## src/rtl/inv_twiddle_factor.sv

```systemverilog
// Inverse twiddle rotation: out = C * conj(T), rounded and saturated.
// Two-stage valid/ready pipeline: S1 holds the four products, S2 holds the result.
module inv_twiddle_factor #(
    parameter int unsigned FRAC  = 10,
    parameter int unsigned CNT_W = 16
) (
    input  logic             clk,
    input  logic             rst_n,
    input  logic             in_valid,
    output logic             in_ready,
    input  logic [23:0]      C,
    input  logic [23:0]      T,
    output logic             out_valid,
    input  logic             out_ready,
    output logic [23:0]      out,
    output logic             sat_flag,
    output logic [CNT_W-1:0] sat_cnt
);

    localparam int unsigned SW = 26;
    localparam logic signed [SW-1:0] RND = 26'sd1 <<< (FRAC - 1);
    localparam logic signed [SW-1:0] MAXV = 26'sd2047;
    localparam logic signed [SW-1:0] MINV = -26'sd2048;

    logic signed [11:0] cr, ci, tr, ti;

    logic               s1_valid_d, s1_valid_q;
    logic signed [23:0] p_rr_d, p_rr_q;   // Cr*Tr
    logic signed [23:0] p_ii_d, p_ii_q;   // Ci*Ti
    logic signed [23:0] p_ir_d, p_ir_q;   // Ci*Tr
    logic signed [23:0] p_ri_d, p_ri_q;   // Cr*Ti

    logic               out_valid_d, out_valid_q;
    logic [23:0]        out_d, out_q;
    logic               sat_flag_d, sat_flag_q;
    logic [CNT_W-1:0]   sat_cnt_d, sat_cnt_q;

    logic               adv_c;
    logic signed [SW-1:0] sum_r, sum_i, sh_r, sh_i;
    logic [11:0]        o_r, o_i;
    logic               sat_r, sat_i;

    assign cr = C[23:12];
    assign ci = C[11:0];
    assign tr = T[23:12];
    assign ti = T[11:0];

    // Whole pipeline moves together; a stalled output freezes both stages.
    assign adv_c    = !out_valid_q || out_ready;
    assign in_ready = adv_c;

    // Round-half-up and saturate both components of the S1 products.
    always_comb begin
        sum_r = SW'(p_rr_q) + SW'(p_ii_q) + RND;
        sum_i = SW'(p_ir_q) - SW'(p_ri_q) + RND;
        sh_r  = sum_r >>> FRAC;
        sh_i  = sum_i >>> FRAC;
        o_r   = sh_r[11:0];
        o_i   = sh_i[11:0];
        sat_r = 1'b0;
        sat_i = 1'b0;
        if (sh_r > MAXV) begin
            o_r   = 12'h7FF;
            sat_r = 1'b1;
        end else if (sh_r < MINV) begin
            o_r   = 12'h800;
            sat_r = 1'b1;
        end
        if (sh_i > MAXV) begin
            o_i   = 12'h7FF;
            sat_i = 1'b1;
        end else if (sh_i < MINV) begin
            o_i   = 12'h800;
            sat_i = 1'b1;
        end
    end

    // Next-state for both stages and the saturation counter.
    always_comb begin
        s1_valid_d  = s1_valid_q;
        p_rr_d      = p_rr_q;
        p_ii_d      = p_ii_q;
        p_ir_d      = p_ir_q;
        p_ri_d      = p_ri_q;
        out_valid_d = out_valid_q;
        out_d       = out_q;
        sat_flag_d  = sat_flag_q;
        sat_cnt_d   = sat_cnt_q;

        if (out_valid_q && out_ready && sat_flag_q && (sat_cnt_q != '1)) begin
            sat_cnt_d = sat_cnt_q + CNT_W'(1);
        end

        if (adv_c) begin
            s1_valid_d  = in_valid;
            p_rr_d      = cr * tr;
            p_ii_d      = ci * ti;
            p_ir_d      = ci * tr;
            p_ri_d      = cr * ti;
            out_valid_d = s1_valid_q;
            out_d       = {o_r, o_i};
            sat_flag_d  = s1_valid_q && (sat_r || sat_i);
        end
    end

    // Pipeline and counter registers.
    always_ff @(posedge clk or negedge rst_n) begin
        if (!rst_n) begin
            s1_valid_q  <= 1'b0;
            p_rr_q      <= '0;
            p_ii_q      <= '0;
            p_ir_q      <= '0;
            p_ri_q      <= '0;
            out_valid_q <= 1'b0;
            out_q       <= 24'h000000;
            sat_flag_q  <= 1'b0;
            sat_cnt_q   <= '0;
        end else begin
            s1_valid_q  <= s1_valid_d;
            p_rr_q      <= p_rr_d;
            p_ii_q      <= p_ii_d;
            p_ir_q      <= p_ir_d;
            p_ri_q      <= p_ri_d;
            out_valid_q <= out_valid_d;
            out_q       <= out_d;
            sat_flag_q  <= sat_flag_d;
            sat_cnt_q   <= sat_cnt_d;
        end
    end

    assign out_valid = out_valid_q;
    assign out       = out_q;
    assign sat_flag  = sat_flag_q;
    assign sat_cnt   = sat_cnt_q;

endmodule

```

## config.mk

```make
export PLATFORM = sky130hd
export DESIGN_NAME = inv_twiddle_factor
export DESIGN_NICKNAME = d
export VERILOG_FILES = /design/src/rtl/inv_twiddle_factor.sv
export SDC_FILE = /design/constraint.sdc
export NUM_CORES = 2
export LEC_CHECK = 0
export CORE_UTILIZATION = 38
export CTS_BUF_LIST = sky130_fd_sc_hd__clkbuf_4 sky130_fd_sc_hd__clkbuf_8
export DETAILED_ROUTE_END_ITERATION = 10
export DONT_BUFFER_PORTS = 1
export GPL_TIMING_DRIVEN = 0
export PLACE_DENSITY_LB_ADDON = 0.05
export SLEW_MARGIN = 10
export SYNTH_ARGS = -nofsm -noshare
export SYNTH_HDL_FRONTEND = slang
export SYNTH_SLANG_ARGS = --single-unit
```

## constraint.sdc

```tcl
create_clock -name clk -period 10.3 [get_ports clk]
set_clock_uncertainty 0.15 [all_clocks]
set_input_delay 2.06 -clock clk [delete_from_list [all_inputs] [get_ports clk]]
set_output_delay 2.06 -clock clk [all_outputs]
set_load 0.01 [all_outputs]
```

==> flow_metrics.py <==
metrics = {
    "status": {
        "status": "complete, no violations",
    },
    "logic_synthesis": {
        "netlist_area_mm2": 0.02901,
        "synth_top_area_share": 0.3810,
        "ys_ff_latch": 139,
        "synth-main-ff-cell": "dfrtp_1",
        "avgSynthCellArea_um2": 8.928,
        "synth_top_area_cell": "fa_1",
        "synthTopCellsByArea": "fa_1 (38%), ha_1 (13%), dfrtp_1 (12%)",
        "synthMostInstantiatedCell": "inv_1",
        "yosysSeqAreaShare": 0.1199,
        "synthesis.nets": 4150,
        "yosysWarnings": 0,
        "postSynth.asyncResetShare": 1.000,
        "yosys-top-cells-count": "inv_1 (703), fa_1 (552), nand2_1 (511)",
        "synth_cell_type_count": 68,
        "synth_edf_count": 0,
        "synthCells": 3249,
    },
    "setup_path": {
        "cp.required_ps": 10510,
        "worstPathMaxFanout": 10,
        "cpPeakStageDelay_ps": 750,
        "path_common_cell": "fa_1",
        "cp-start-kind": "input pin",
        "crit_arrival_ps": 8680,
        "crit_chain": "clkbuf_1 -> nand2_1 -> fa_1 -> inv_1 -> ha_1 -> fa_1 -> inv_1 -> fa_1 -> fa_1 -> inv_1 -> ha_1 -> nor2b_1 -> o21ai_0 -> a21boi_0 -> o21a_1 -> o311a_1 -> o31ai_1 -> o2111ai_1 -> a21oi_1 -> xnor2_1 -> o21ai_0",
        "r2r-end": "sat_flag",
        "cp_slowest_cell": "clkbuf_1",
        "r2r_cells": 12,
        "end_kind": "register",
        "r2r-start": "p_ii_q[2]",
        "critical_path_class": "in -> reg",
        "r2r_slack_ps": 6050,
    },
    "sta": {
        "worst_slew_pin_slew_ps": 1249,
        "rsz0062_at_grt": "false",
        "fin_crit_ps": 8477,
        "setup_viol": 0,
        "slew_viol_final": 0,
        "report.final.hold_viol_count": 0,
        "setup_tns_ps": 0,
        "slew_headroom": 0.1674,
        "post-route-period-util": 0.8231,
        "clock.fmax_mhz": 118.0,
    },
    "clock_tree": {
        "cts_hold_buffers": 0,
        "clk_path_buf_depth": 2,
        "tritoncts": "built",
        "post_cts_resized": 0,
        "cts_buffers": 17,
        "clockRootBuffer": "clkbuf_8",
        "clock-sinks": 139,
        "clock_latency_ps": 520,
        "htreeDepth": 4,
        "postCtsSetupBuffers": 0,
        "clkSlewWorstSetupHoldPaths_ps": 100,
    },
    "cells_and_area": {
        "drive_above_1_share": 0.02073,
        "area_growth_syn_to_layout_pct": 5.801,
        "multi_input_area_mm2": 0.02241,
        "stdcell_area_mm2": 0.03069,
        "fillers": 7658,
        "seq_area_mm2": 0.003478,
        "final_nets": 4169,
    },
    "route": {
        "firstDrtPassIters": 6,
        "wirelength_met1_um": 44090,
        "wire_per_inst_um": 22.66,
        "wl_met2_um": 44110,
        "post_drt_via_cell_ratio": 5.114,
        "highest_layer": "met4",
        "drc_errors": 0,
        "num_vias": 21764,
        "finalWirelength_um": 96460,
        "met3_length_um": 6789,
        "first_iter_violations": 1573,
        "ant_nets": 0,
    },
    "placement": {
        "dpl.hpwl_um": 77860,
        "placed_area_mm2": 0.03022,
        "gp_congestion": 0.8853,
        "place.port_buffers": 0,
    },
    "hold_path": {
        "worstHoldPathType": "reg -> reg",
        "min-delay-start": "p_ri_q[0]",
        "whs_path_depth": 2,
        "hold_end": "p_ri_q[0]",
    },
    "grt": {
        "grt_pass1_vias": 22279,
        "grt-ovfl-total": 0,
        "grt.total_usage": 0.2573,
        "grt_pass1_wl_um": 144900,
        "antenna_found_initial": 15,
        "grt_max_degree": 140,
    },
    "die": {
        "fp-row-count": 100,
        "die_x_um": 278.3,
        "dieArea_mm2": 0.07745,
        "core_area_mm2": 0.07495,
        "die_h_um": 278.3,
        "io_pins": 95,
        "start_util": 0.3870,
    },
    "flow_run": {
        "drv_cap": 0,
    },
}
layout make-up:
type | count | area share
clock buffers | 17 | 0.007624
plain buffers | 125 | 0.01578
well taps | 969 | 0.03950
clock inverters | 15 | 0.007134
multi-input cells | 2281 | 0.7300
inverters | 704 | 0.08610
flip-flops and latches | 139 | 0.1133
diodes | 6 | 0.0004892
flip-flops by register name, indices dropped and copies added (netlist names):
signal and count:
out 24, s1_valid_q 1, sat_cnt 16, p_ir_q 24, p_ii_q 24, out_valid 1, p_rr_q 24, p_ri_q 24
sat_flag 1
cell families after synthesis:
logic type,synth area share
and+or+nand+nor,0.1553
adders and majority gates,0.5091
buffers and inverters,0.1077
AOI/OAI and AO/OA,0.06854
DFF,0.1199
xor gates and xnor gates,0.03684
muxes,0.002631
per-stage QoR:
step,worst slack (ps),hold slack (ps),utilization,instances
2_1_floorplan,3072,280.0,-,3249
3_3_place_gp,1380,292.2,0.4032,4218
3_5_place_dp,1360,304.0,0.4033,4218
4_1_cts,1903,327.5,0.4093,4250
5_1_grt,1550,358.0,0.4093,4251
6_report,1823,325.2,0.4095,4256
worst max-delay path by stage:
stage | start | endpoint | slack (ps) | cells past startpoint
6_report | T[0] | p_ri_q[23] | 1820 | 21
5_1_grt | T[0] | p_ri_q[23] | 1550 | 21
4_1_cts | T[0] | p_ri_q[23] | 1900 | 21
3_5_place_dp | T[0] | p_ri_q[23] | 1360 | 21
3_3_place_gp | T[0] | p_ri_q[23] | 1380 | 21
2_1_floorplan | T[0] | p_ri_q[23] | 3070 | 21
critical path, delay by kind of cell:
family | cells | cell delay [ps]
adders and majority gates | 6 | 2680
AOI/OAI and AO/OA | 8 | 2360
xor gates and xnor gates | 1 | 330
and+or+nand+nor | 2 | 330
buffers and inverters | 4 | 880
per-layer routing:
metal	global-route usage	vias to the layer above
met1	0.3733	11182
met5	0	-
li1	-	9867
met3	0.04399	44
met2	0.4051	671
met4	0.04604	0
placed cells by master, fill, tap and decap left out, drive strengths merged, types with 3 or more instances in the layout:
cell type	count
inv	712
fa	552
nand2	511
ha	297
and2	178
nor2	164
dfrtp	139
clkbuf	139
a21oi	117
xnor2	76
o21ai	66
xor2	46
nand3	37
nand2b	26
nor3	19
a21o	18
or3	17
o31ai	17
o21a	12
nor2b	11
and3	11
a31oi	11
a211oi	11
o21bai	7
diode	6
a21boi	6
o211ai	5
mux2i	5
nand4	5
or2	4
a211o	4
o311ai	4
o31a	3
a2111oi	3
and4	3
o2111ai	3
bufinv	3
clkinv	3
buf	3
Power is left out: the tool's default activity adds up to more than one toggle a clock period on the data nets, which glitch-free logic cannot reach.
